<file path="src/rtl/call_stack.sv">
// call_stack: LIFO return-address stack for the program sequencer.
// Holds up to DEPTH frames. The top frame is presented combinationally on DO,
// so the sequencer can read the frame in the same cycle it requests the pop.
module call_stack #(
    parameter  int WIDTH = 20,
    parameter  int DEPTH = 16,
    localparam int PTR_W = $clog2(DEPTH) + 1
) (
    input  logic             CLK2,
    input  logic             RESET,
    input  logic [WIDTH-1:0] DI,
    input  logic             ENA,
    input  logic             RTS,
    output logic [WIDTH-1:0] DO,
    output logic             EMPTY,
    output logic             FULL
);

    localparam int ADDR_W = $clog2(DEPTH);

    // Frame storage; contents are never cleared because a slot is only read
    // after it has been written.
    logic [WIDTH-1:0] r_mem [DEPTH];

    // Count of stored frames, 0..DEPTH.
    logic [PTR_W-1:0] r_sp;

    logic [PTR_W-1:0]  w_sp_nxt;
    logic [PTR_W-1:0]  w_sp_m1;
    logic [ADDR_W-1:0] w_top_idx;
    logic [ADDR_W-1:0] w_waddr;
    logic              w_we;
    logic              w_empty;
    logic              w_full;

    assign w_empty   = (r_sp == {PTR_W{1'b0}});
    assign w_full    = (r_sp == PTR_W'(DEPTH));
    assign w_sp_m1   = r_sp - PTR_W'(1);
    assign w_top_idx = w_sp_m1[ADDR_W-1:0];

    assign EMPTY = w_empty;
    assign FULL  = w_full;

    // Top-of-stack view: zero when empty, otherwise the newest frame.
    always_comb begin
        if (w_empty) begin
            DO = {WIDTH{1'b0}};
        end else begin
            DO = r_mem[w_top_idx];
        end
    end

    // Decode push/pop/replace requests into a write strobe, write slot and next pointer.
    always_comb begin
        w_we     = 1'b0;
        w_waddr  = r_sp[ADDR_W-1:0];
        w_sp_nxt = r_sp;
        case ({ENA, RTS})
            2'b10: begin
                // Push; silently dropped when full.
                if (!w_full) begin
                    w_we     = 1'b1;
                    w_waddr  = r_sp[ADDR_W-1:0];
                    w_sp_nxt = r_sp + PTR_W'(1);
                end else begin
                    w_we     = 1'b0;
                    w_sp_nxt = r_sp;
                end
            end
            2'b01: begin
                // Pop; ignored when empty so the pointer never underflows.
                if (!w_empty) begin
                    w_sp_nxt = w_sp_m1;
                end else begin
                    w_sp_nxt = r_sp;
                end
            end
            2'b11: begin
                // Replace the top frame; on an empty stack this is a plain push.
                if (w_empty) begin
                    w_we     = 1'b1;
                    w_waddr  = {ADDR_W{1'b0}};
                    w_sp_nxt = PTR_W'(1);
                end else begin
                    w_we     = 1'b1;
                    w_waddr  = w_top_idx;
                    w_sp_nxt = r_sp;
                end
            end
            default: begin
                w_we     = 1'b0;
                w_sp_nxt = r_sp;
            end
        endcase
    end

    // Stack pointer update; reset wins over any request.
    always_ff @(posedge CLK2) begin
        if (RESET) begin
            r_sp <= {PTR_W{1'b0}};
        end else begin
            r_sp <= w_sp_nxt;
        end
    end

    // Frame write; suppressed during reset so a reset-cycle push leaves no trace.
    always_ff @(posedge CLK2) begin
        if (w_we && !RESET) begin
            r_mem[w_waddr] <= DI;
        end
    end

endmodule

</file>
<file path="config.mk">
export PLATFORM = sky130hd
export DESIGN_NAME = call_stack
export DESIGN_NICKNAME = d
export VERILOG_FILES = /design/src/rtl/call_stack.sv
export SDC_FILE = /design/constraint.sdc
export NUM_CORES = 1
export LEC_CHECK = 0
export BUFFER_PORTS_ARGS = -buffer_cell sky130_fd_sc_hd__buf_4
export CAP_MARGIN = 10
export CELL_PAD_IN_SITES_DETAIL_PLACEMENT = 1
export CELL_PAD_IN_SITES_GLOBAL_PLACEMENT = 1
export CORE_MARGIN = 5
export CORE_UTILIZATION = 58
export DETAILED_ROUTE_END_ITERATION = 10
export GPL_ROUTABILITY_DRIVEN = 0
export PLACE_DENSITY_LB_ADDON = 0.1
export SYNTH_ARGS = -nofsm -noshare
export SYNTH_HDL_FRONTEND = slang
export SYNTH_SLANG_ARGS = --single-unit
</file>
<file path="constraint.sdc">
create_clock -name CLK2 -period 11.6 [get_ports CLK2]
set_input_delay 2.32 -clock CLK2 [delete_from_list [all_inputs] [get_ports CLK2]]
set_output_delay 2.32 -clock CLK2 [all_outputs]
set_load 0.02 [all_outputs]
</file>
==> metrics.txt <==
postcts setup bufs 0; DR vias between 6000 and 7000; vias in the first global route around 7200; share of layout cells above drive strength 1 32.09%; min-delay src r_sp[4]$_SDFFE_PP0P_; crit start category register; most frequent cells in the layout edfxtp_1, mux4_2, buf_4; cells after synthesis roughly 610; CP max FO 60; CTS clk-pin slew, worst paths 0.06 ns; Worst Path Required approximately 9.3 ns; TritonCTS clock tree built; most common cell after layout, fill and taps aside edfxtp_1; max-cap viol count 0; Clock Skews 0.01339 ns; nets@finish 698; Starting Density 58.87%; top_reg_cell synth edfxtp_1; slew margin rel. between 10% and 20%; RSZ-0062 raised after global routing false; critical-path cell list inv_1 -> ha_4 -> buf_4 -> mux4_2 -> o311ai_0 -> o221ai_1 -> buf_4; WP data arrival 4.10 ns; PortBufs 45; Final Cycle Share a little under three fifths; ANT nets after route 0; CP max stage delay 0.74 ns; Clock power frac approximately 36%; Num CTS Buffers 34; EDFF count, synth 320; Critical Path Start r_sp[0]$_SDFFE_PP0P_; Hold WC Path Type register to register; WL final 30.65 mm; clk sink count 325; IO Count 46; Total GRT Usage between 20% and 30%; Via-to-Cell Ratio between 6 and 7; switching part of the total 25.93%; die area 0.02523 mm²; final slew viol count 0; P&R area growth vs syn 14.00%; flip-flop and latch count after synthesis around 330; Chip Height 158.8 µm; r2r startpoint r_sp[0]$_SDFFE_PP0P_; cts repair resizes 0; core area roughly 0.022 mm²; Yosys cell types 50; Antenna Cells 0; syn_nets 637; Fin. Hold Viols 0; pin count of the biggest net entering global routing 61; register area share after synthesis roughly 76%; switching power about 740 µW; final setup fails 0; Root Buffer clkbuf_16; most used cell, CP buf_4; GRT overflow 0; CTS Hold Buffers Added 0; Tightest Pin Transition 1.279 ns; initial antenna violation count 0; Setup crit end kind output pin; Internal 2.113 mW; Post-DP HPWL 17.14 mm; first-pass iteration count of the detailed router 7; Max H-tree Level 2; Die Wd 158.8 µm; Std-Cell Rows 54; routed len/inst between 30 and 40 µm; Max Clk Rate approximately 0.16 GHz; CTS Buffer Depth 3; critical path class register to output pin; Peak VDD IR approximately 0.17 mV; sequential share of power 46.4%; Slowest-stage cell, CP buf_4; first-pass GRT wire length roughly 47 mm; DRC errors left 0; setup TNS 0 ns; Mapped Area 0.01285 mm²; Final Util between 60% and 70%; combinational power share 17.7%; pwr dens a little under 200 mW/mm²; LEAKAGE 4.563 nW; Async S/R FF share, synth 0%; clk_lat worst skew 0.51 ns; Initial DRC Count roughly 640; post-synthesis area per instance 21.03 µm²; Synth warnings 0; run status complete, no violations; Min Clock Period, post-route 6.416 ns; fillers 1728
metrics by stage:
step           cells  power [mW]  instance area (µm²)  hold WS (ns)  worst slack, ns
2_1_floorplan    611       1.667                12850        0.5006            6.231
3_3_place_gp     916       1.830                13610        0.5424            5.745
3_5_place_dp     916       1.852                13610        0.5683            5.600
4_1_cts          975       2.874                14650        0.5777            5.068
5_1_grt          975       2.960                14650        0.6226            4.911
6_report         975       2.854                14650        0.5778            5.184
sequential cells by signal, summed over array words and instances, names as in the netlist:
signal and count:
r_mem 320, r_sp 5
logic make-up (layout without fill, tap and decap cells):
group,Yosys count,in the layout,share of synthesized area (%)
and+or+nand+nor,47,47,2.084
muxes,84,84,14.37
DFF,325,325,75.57
xor gates and xnor gates,1,1,0.06819
buffers and inverters,50,134,1.714
AOI/OAI and AO/OA,102,102,5.999
adders and majority gates,2,2,0.1947
power by group through the flow:
stage	Sequential (mW)	Clock, mW	Combinational [mW]
after floorplan	1.34	0	0.331
after CTS	1.32	1.04	0.508
after detailed placement	1.35	0	0.504
after global routing	1.32	1.10	0.533
after global placement	1.35	0	0.485
final	1.32	1.03	0.504
synth_stat cells, drive strengths merged, types with 3 or more instances:
cell    number  area (µm²)
a211oi       4       35.03
mux4        80        1802
buf         19       103.9
nor2        12       45.04
o21ai       20       100.1
o221ai      20       175.2
or2          3       18.77
clkbuf      25       93.84
a22oi       19       142.6
o311ai      19       166.4
mux2         3       33.78
dfxtp        5       100.1
nor4         3       18.77
edfxtp     320        9609
nor3        13       65.06
a31oi        4       25.02
a21oi        3       15.01
o211ai       3       22.52
inv          6       22.52
final timing paths:
path	endpoint	cells past startpoint	slack [ns]
min reg2reg	r_sp[4]$_SDFFE_PP0P_	2	0.58
max	DO[4]	7	5.18
max reg2reg	r_mem[5][15]$_DFFE_PP_	7	7.29
min	r_sp[4]$_SDFFE_PP0P_	2	0.58
layer usage:
metal  up-vias  share of wire, %  GRT usage, %
met1      3531                41         34.99
met5         -                 0             0
li1       2776                 -             -
met3        51               7.4         5.210
met2       301                50         38.95
met4         0               2.1         6.883
worst max-delay path, delay by kind of cell (launching register included):
kind | cells | cell delay (ns)
compound gates | 2 | 0.63
fa+ha+maj | 1 | 0.58
buf+inv | 3 | 1.21
flops | 1 | 0.71
mux | 1 | 0.44
area by class of cell:
| cell class | instances | area [µm²] | share of cell area, % |
|---|---|---|---|
| flip-flops and latches | 325 | 9713 | 66.32 |
| multi-input cells | 236 | 3005 | 20.52 |
| inverters | 6 | 22.52 | 0.1538 |
| clock inverters | 17 | 135.1 | 0.9226 |
| clock buffers | 42 | 902.1 | 6.159 |
| well taps | 280 | 350.3 | 2.392 |
| repair buffers | 69 | 518.0 | 3.537 |
No activity file was read; power rests on OpenSTA's default activity.
